$ cat src/rtl/fpu_res_station.sv
// fpu_res_station: four-entry FPU reservation station with CDB wakeup/bypass
// and lowest-index-first issue to a single FPU wrapper.
module fpu_res_station #(
    parameter int DATA_WIDTH = 32,
    parameter int TAG_WIDTH  = 3,
    parameter int ENTRIES    = 4
) (
    input  logic                  clk,
    input  logic                  rst_n,
    input  logic                  disp_valid,
    output logic                  disp_ready,
    input  logic [4:0]            disp_opcode,
    input  logic [TAG_WIDTH-1:0]  disp_tag,
    input  logic [4:0]            disp_dest_reg,
    input  logic                  disp_rdy1,
    input  logic                  disp_rdy2,
    input  logic                  disp_rdy3,
    input  logic [DATA_WIDTH-1:0] disp_val1,
    input  logic [DATA_WIDTH-1:0] disp_val2,
    input  logic [DATA_WIDTH-1:0] disp_val3,
    input  logic [TAG_WIDTH-1:0]  disp_q1,
    input  logic [TAG_WIDTH-1:0]  disp_q2,
    input  logic [TAG_WIDTH-1:0]  disp_q3,
    input  logic                  cdb_bc_valid,
    input  logic [TAG_WIDTH-1:0]  cdb_bc_tag,
    input  logic [DATA_WIDTH-1:0] cdb_bc_data,
    input  logic                  flush,
    input  logic                  fu_busy,
    output logic                  fu_start,
    output logic [4:0]            fu_opcode,
    output logic [DATA_WIDTH-1:0] fu_op1,
    output logic [DATA_WIDTH-1:0] fu_op2,
    output logic [DATA_WIDTH-1:0] fu_op3,
    output logic [TAG_WIDTH-1:0]  fu_tag,
    output logic [4:0]            fu_dest_reg,
    output logic [2:0]            occupancy
);
    localparam int IW = $clog2(ENTRIES);

    logic [ENTRIES-1:0]    valid;
    logic [4:0]            opcode [ENTRIES];
    logic [TAG_WIDTH-1:0]  tag    [ENTRIES];
    logic [4:0]            dest   [ENTRIES];
    logic [2:0]            rdy    [ENTRIES];
    logic [DATA_WIDTH-1:0] val    [ENTRIES][3];
    logic [TAG_WIDTH-1:0]  q      [ENTRIES][3];
    logic                  holdoff;

    logic [ENTRIES-1:0]    eligible;
    logic [IW-1:0]         free_idx, sel;
    logic                  dispatch, issue;
    logic [2:0]            d_rdy, in_rdy;
    logic [DATA_WIDTH-1:0] d_val [3];
    logic [DATA_WIDTH-1:0] in_val [3];
    logic [TAG_WIDTH-1:0]  d_q [3];

    assign d_rdy = {disp_rdy3, disp_rdy2, disp_rdy1};
    assign d_val = '{disp_val1, disp_val2, disp_val3};
    assign d_q   = '{disp_q1, disp_q2, disp_q3};

    assign disp_ready = ~&valid;
    assign dispatch   = disp_valid & disp_ready & ~flush;
    assign issue      = |eligible & ~fu_busy & ~holdoff & ~flush;

    // Descending scan so the lowest index wins for both allocation and selection.
    always_comb begin
        free_idx = '0;
        sel      = '0;
        eligible = '0;
        for (int i = ENTRIES - 1; i >= 0; i--) begin
            eligible[i] = valid[i] & (&rdy[i]);
            if (!valid[i]) free_idx = IW'(i);
            if (eligible[i]) sel = IW'(i);
        end
    end

    // Operands whose producer broadcasts in the dispatch cycle are captured directly.
    always_comb begin
        in_rdy = '0;
        in_val = '{default: '0};
        for (int j = 0; j < 3; j++) begin
            in_rdy[j] = d_rdy[j] | (cdb_bc_valid & (d_q[j] == cdb_bc_tag));
            in_val[j] = (!d_rdy[j] && cdb_bc_valid && d_q[j] == cdb_bc_tag) ? cdb_bc_data : d_val[j];
        end
    end

    always_ff @(posedge clk or negedge rst_n) begin
        if (!rst_n) begin
            valid       <= '0;
            fu_start    <= 1'b0;
            holdoff     <= 1'b0;
            occupancy   <= '0;
            fu_opcode   <= '0;
            fu_op1      <= '0;
            fu_op2      <= '0;
            fu_op3      <= '0;
            fu_tag      <= '0;
            fu_dest_reg <= '0;
            for (int i = 0; i < ENTRIES; i++) begin
                opcode[i] <= '0;
                tag[i]    <= '0;
                dest[i]   <= '0;
                rdy[i]    <= '0;
                for (int j = 0; j < 3; j++) begin
                    val[i][j] <= '0;
                    q[i][j]   <= '0;
                end
            end
        end else if (flush) begin
            valid     <= '0;
            fu_start  <= 1'b0;
            holdoff   <= 1'b0;
            occupancy <= '0;
        end else begin
            for (int i = 0; i < ENTRIES; i++)
                for (int j = 0; j < 3; j++)
                    if (valid[i] && !rdy[i][j] && cdb_bc_valid && q[i][j] == cdb_bc_tag) begin
                        rdy[i][j] <= 1'b1;
                        val[i][j] <= cdb_bc_data;
                    end
            if (issue) begin
                valid[sel]  <= 1'b0;
                fu_opcode   <= opcode[sel];
                fu_op1      <= val[sel][0];
                fu_op2      <= val[sel][1];
                fu_op3      <= val[sel][2];
                fu_tag      <= tag[sel];
                fu_dest_reg <= dest[sel];
            end
            if (dispatch) begin
                valid[free_idx]  <= 1'b1;
                opcode[free_idx] <= disp_opcode;
                tag[free_idx]    <= disp_tag;
                dest[free_idx]   <= disp_dest_reg;
                rdy[free_idx]    <= in_rdy;
                for (int j = 0; j < 3; j++) begin
                    val[free_idx][j] <= in_val[j];
                    q[free_idx][j]   <= d_q[j];
                end
            end
            fu_start  <= issue;
            holdoff   <= issue;
            occupancy <= occupancy + 3'(dispatch) - 3'(issue);
        end
    end
endmodule

$ cat config.mk
export PLATFORM = sky130hd
export DESIGN_NAME = fpu_res_station
export DESIGN_NICKNAME = d
export VERILOG_FILES = /design/src/rtl/fpu_res_station.sv
export SDC_FILE = /design/constraint.sdc
export NUM_CORES = 2
export LEC_CHECK = 0
export ABC_CLOCK_PERIOD_IN_PS = 2900
export BUFFER_PORTS_ARGS = -buffer_cell sky130_fd_sc_hd__buf_4
export CAP_MARGIN = 20
export CORE_MARGIN = 1
export CORE_UTILIZATION = 40
export CTS_BUF_LIST = sky130_fd_sc_hd__clkbuf_4 sky130_fd_sc_hd__clkbuf_8
export DETAILED_ROUTE_END_ITERATION = 7
export PLACE_DENSITY = 0.59
export SYNTH_ARGS = -nofsm -noshare
export SYNTH_HDL_FRONTEND = slang
export SYNTH_SLANG_ARGS = --single-unit
$ cat constraint.sdc
create_clock -name clk -period 2.9 [get_ports clk]
set_clock_uncertainty 0.05 [all_clocks]
set_input_delay 0.29 -clock clk [delete_from_list [all_inputs] [get_ports clk]]
set_output_delay 0.29 -clock clk [all_outputs]
set_load 0.05 [all_outputs]
==> metrics.cfg <==
[clocking]
clkSlewWorstSetupHoldPaths_ns = 0.06
cts_tree = built
htree_levels = 3
cts_resized = 0
tritoncts.num_buffers = 107
cts_num_sinks = 601
clk_path_buf_depth = 3
root_buffer = clkbuf_8
clock_insertion_delay_worst_skew_ns = 0.74

[power]
powerDensity_nw_per_um2 = 864.8
p_leak_nw = 15.10
power.ir.vdd_worst_mv = 0.4629

[logic_synthesis]
yosys_warnings = 0
synth_cell_type_count = 52
synthesis.area_per_instance_um2 = 9.824
asyncSetResetFlopFracSynth = 1.000
ys.flop_type = dfrtp_1
synth_seq_area_share = 0.5078
synth.ff_latch_count = 601
synthCells = 3015
post-synth-top-area-cell = dfrtp_1
synth_top_cell_area_share = 0.5078
synth.cell_area_um2 = 29620
mappedNetlistNets = 3180
post_synth_main_area_contributors = dfrtp_1, nand2_1, a21oi_1
synth_enable_flop_cells = 0

[timing]
finalHoldViolations = 0
min_period_ns = 2.835
fin_crit_sh = 0.9774
fmax_mhz = 352.8
timing_max_transition_violations_final = 0
worst_slack_ns = 0.06548
timing.final.setup_violations = 0
setup_total_negative_slack_ns = 0
hold_slack_ns = 0.04583
grt_setup_unrepaired = no
max-slew-margin-rel = 0.3886
timing_worst_slew_pin_value_ns = 0.9171

[routing]
drt.antenna.violating_nets = 0
post-route-drc-count = 32
wl_per_cell_um = 26.53
route.detailed.vias_per_inst = 6.448
wirelength_mm = 116.0
drtPass1Iterations = 8
dr_total_vias = 28184
detailedRoute.firstIterationViolations = 3270

[place]
globalplace.congestion = 0.8477
place_ws_ns = 0.2975
detailed_place_hpwl_mm = 68.06
count_of_input_and_output_buffers = 275
placed_cells = 4005

[finish]
area_used_by_multi_input_combinational_logic_um2 = 13170
post_route_cells_drive_above_1_share = 0.1962
fill_cells = 6659
nets = 3491
post-route-util = 0.5047
largest_register_ff_count = 384
top_register = val
seq_area_um2 = 15040
syn2layout_area_growth_pct = 24.54
reg.largest.list = val (384), q (36)
finish.cell_count_without_fillers = 4371

[flow_run]
timing.max_cap.violations = 0

[global_routing]
grt_start_max_net_pins = 150
grt.overflow.total = 0
overall_routing_resource_usage = 0.3044
antenna_found_initial = 3
first_global_vias = 28441
grt_pass1_wl_mm = 175.2

[floorplan]
fp-row-count = 99
core_area_um2 = 73080
floorplan.initialDensity = 0.4053
x_dimension_of_the_die_um = 274.1
die-area_um2 = 75140
io_pins = 276
die_y_um = 274.1

[worst_setup_path]
setup.worst_path.start_class = flop
worstSetupPathType = flop to flop
worstPathMaxFanout = 30
crit_required_ns = 3.46
crit_arrival_ns = 3.39
endpoint_kind = flop

[run_status]
outcome = complete, but fails checks
violations_in_the_final_reports = design-rule violations

[worst_hold_path]
min-delay-path-class = input pin to async pin

critical path, stage by stage, from the launching register on:
cell and delay (ns):
dfrtp_1 0.36, buf_4 0.25, nand3_1 0.25, or3_4 0.53, buf_4 0.28, o32ai_1 0.33
a21oi_1 0.07, dlygate4sd3_1 0.56
path summary, 6_finish.rpt:
check	startpoint	endpoint	slack [ns]	cells after the start
worst max-delay path	valid[0]$_DFF_PN0_	val[71]$_DFFE_PN0N_	0.07	7
worst min-delay path	rst_n	fu_op3[9]$_DFFE_PN0P_	0.05	2
worst max register to register	valid[0]$_DFF_PN0_	val[71]$_DFFE_PN0N_	0.07	7
worst min register to register	dest[14]$_DFFE_PN0P_	dest[14]$_DFFE_PN0P_	0.43	2
max in group asynchronous	rst_n	val[339]$_DFFE_PN0N_	1.81	3
min in group clk	disp_valid	occupancy[1]$_DFF_PN0_	0.13	5
what timing repair did:
item | CTS | global route
hold endpoints to repair | 957 | 0
hold buffers | 163 | 0
buffers inserted | 0 | 7
setup endpoints to repair | 0 | 6
per-stage QoR:
| stage | area (µm²) | power (W) |
|---|---|---|
| global placement | 32730 | 0.02253 |
| global route | 36890 | 0.03334 |
| finish | 36890 | 0.03190 |
| floorplan | 29620 | 0.01931 |
| CTS | 36810 | 0.03191 |
| detailed placement | 32760 | 0.02286 |
placed cells by master (no fill, tap or decap), types with 5 or more instances in the layout:
| master | count |
|---|---|
| dfrtp_1 | 601 |
| nand2_1 | 459 |
| buf_4 | 337 |
| a21oi_1 | 265 |
| o22ai_1 | 192 |
| dlygate4sd3_1 | 163 |
| clkbuf_8 | 141 |
| o21ai_0 | 115 |
| nor2_1 | 112 |
| o211ai_1 | 110 |
| a221o_1 | 109 |
| a31oi_1 | 109 |
| mux2i_1 | 96 |
| o32a_1 | 96 |
| o21a_1 | 96 |
| o32ai_1 | 64 |
| buf_12 | 36 |
| inv_1 | 34 |
| or3_1 | 32 |
| clkbuf_4 | 32 |
| o221a_2 | 31 |
| xor2_1 | 25 |
| xnor2_1 | 22 |
| mux2_2 | 22 |
| clkinv_2 | 11 |
| nor4_1 | 9 |
| a31o_2 | 8 |
| nand4_1 | 7 |
| nand3_2 | 6 |
| a311oi_1 | 6 |
| nor2_4 | 5 |
Yosys cell counts (all sizes together) (3+ instances only):
library cell / count
o21ai: 118
o22ai: 192
o211ai: 110
mux2i: 96
nor2b: 5
a311oi: 6
a21oi: 269
nand3: 8
xor2: 25
o221a: 32
nor2: 117
o32ai: 64
nand4: 7
mux2: 22
xnor2: 22
nor4: 12
or3: 33
o21a: 96
a221o: 109
buf: 140
nor3: 5
inv: 35
a31oi: 109
nand2: 459
and4: 3
o32a: 96
clkbuf: 197
dfrtp: 601
a31o: 8
per-layer routing:
| metal | up-vias | GRT usage | part of all wire |
|---|---|---|---|
| met1 | 14141 | 0.4102 | 0.41 |
| met3 | 323 | 0.07190 | 0.10 |
| met5 | - | 0 | 0.00011 |
| met4 | 2 | 0.1186 | 0.036 |
| met2 | 1732 | 0.4726 | 0.45 |
| li1 | 11986 | - | - |
where the power goes:
group          internal, W  leakage (nW)  switching [W]
sequential          0.0109          7.13        0.00198
combinational      0.00407          6.68        0.00604
clock              0.00511          1.29        0.00375
cell families (layout without fill, tap and decap cells):
family | after synthesis | after routing | share of synthesized area
AO/OA/AOI/OAI | 1216 | 1216 | 0.2884
XOR/XNOR | 47 | 47 | 0.01390
adder cells (fa/ha/maj) | 3 | 3 | 0.001521
buffers and inverters | 372 | 766 | 0.05526
flip-flops | 601 | 601 | 0.5078
multiplexers | 118 | 118 | 0.04081
other | 0 | 2 | 0
AND/OR/NAND/NOR | 658 | 659 | 0.09235
area by class of cell:
cell class,instances,area share
Clock buffer,173,0.05912
Timing Repair Buffer,538,0.1335
Antenna cell,2,0.0001357
Multi-Input combinational cell,2043,0.3570
Clock inverter,20,0.006445
Tap cell,959,0.03253
Inverter,35,0.003562
Sequential cell,601,0.4077
No activity file was read; power rests on OpenSTA's default activity.
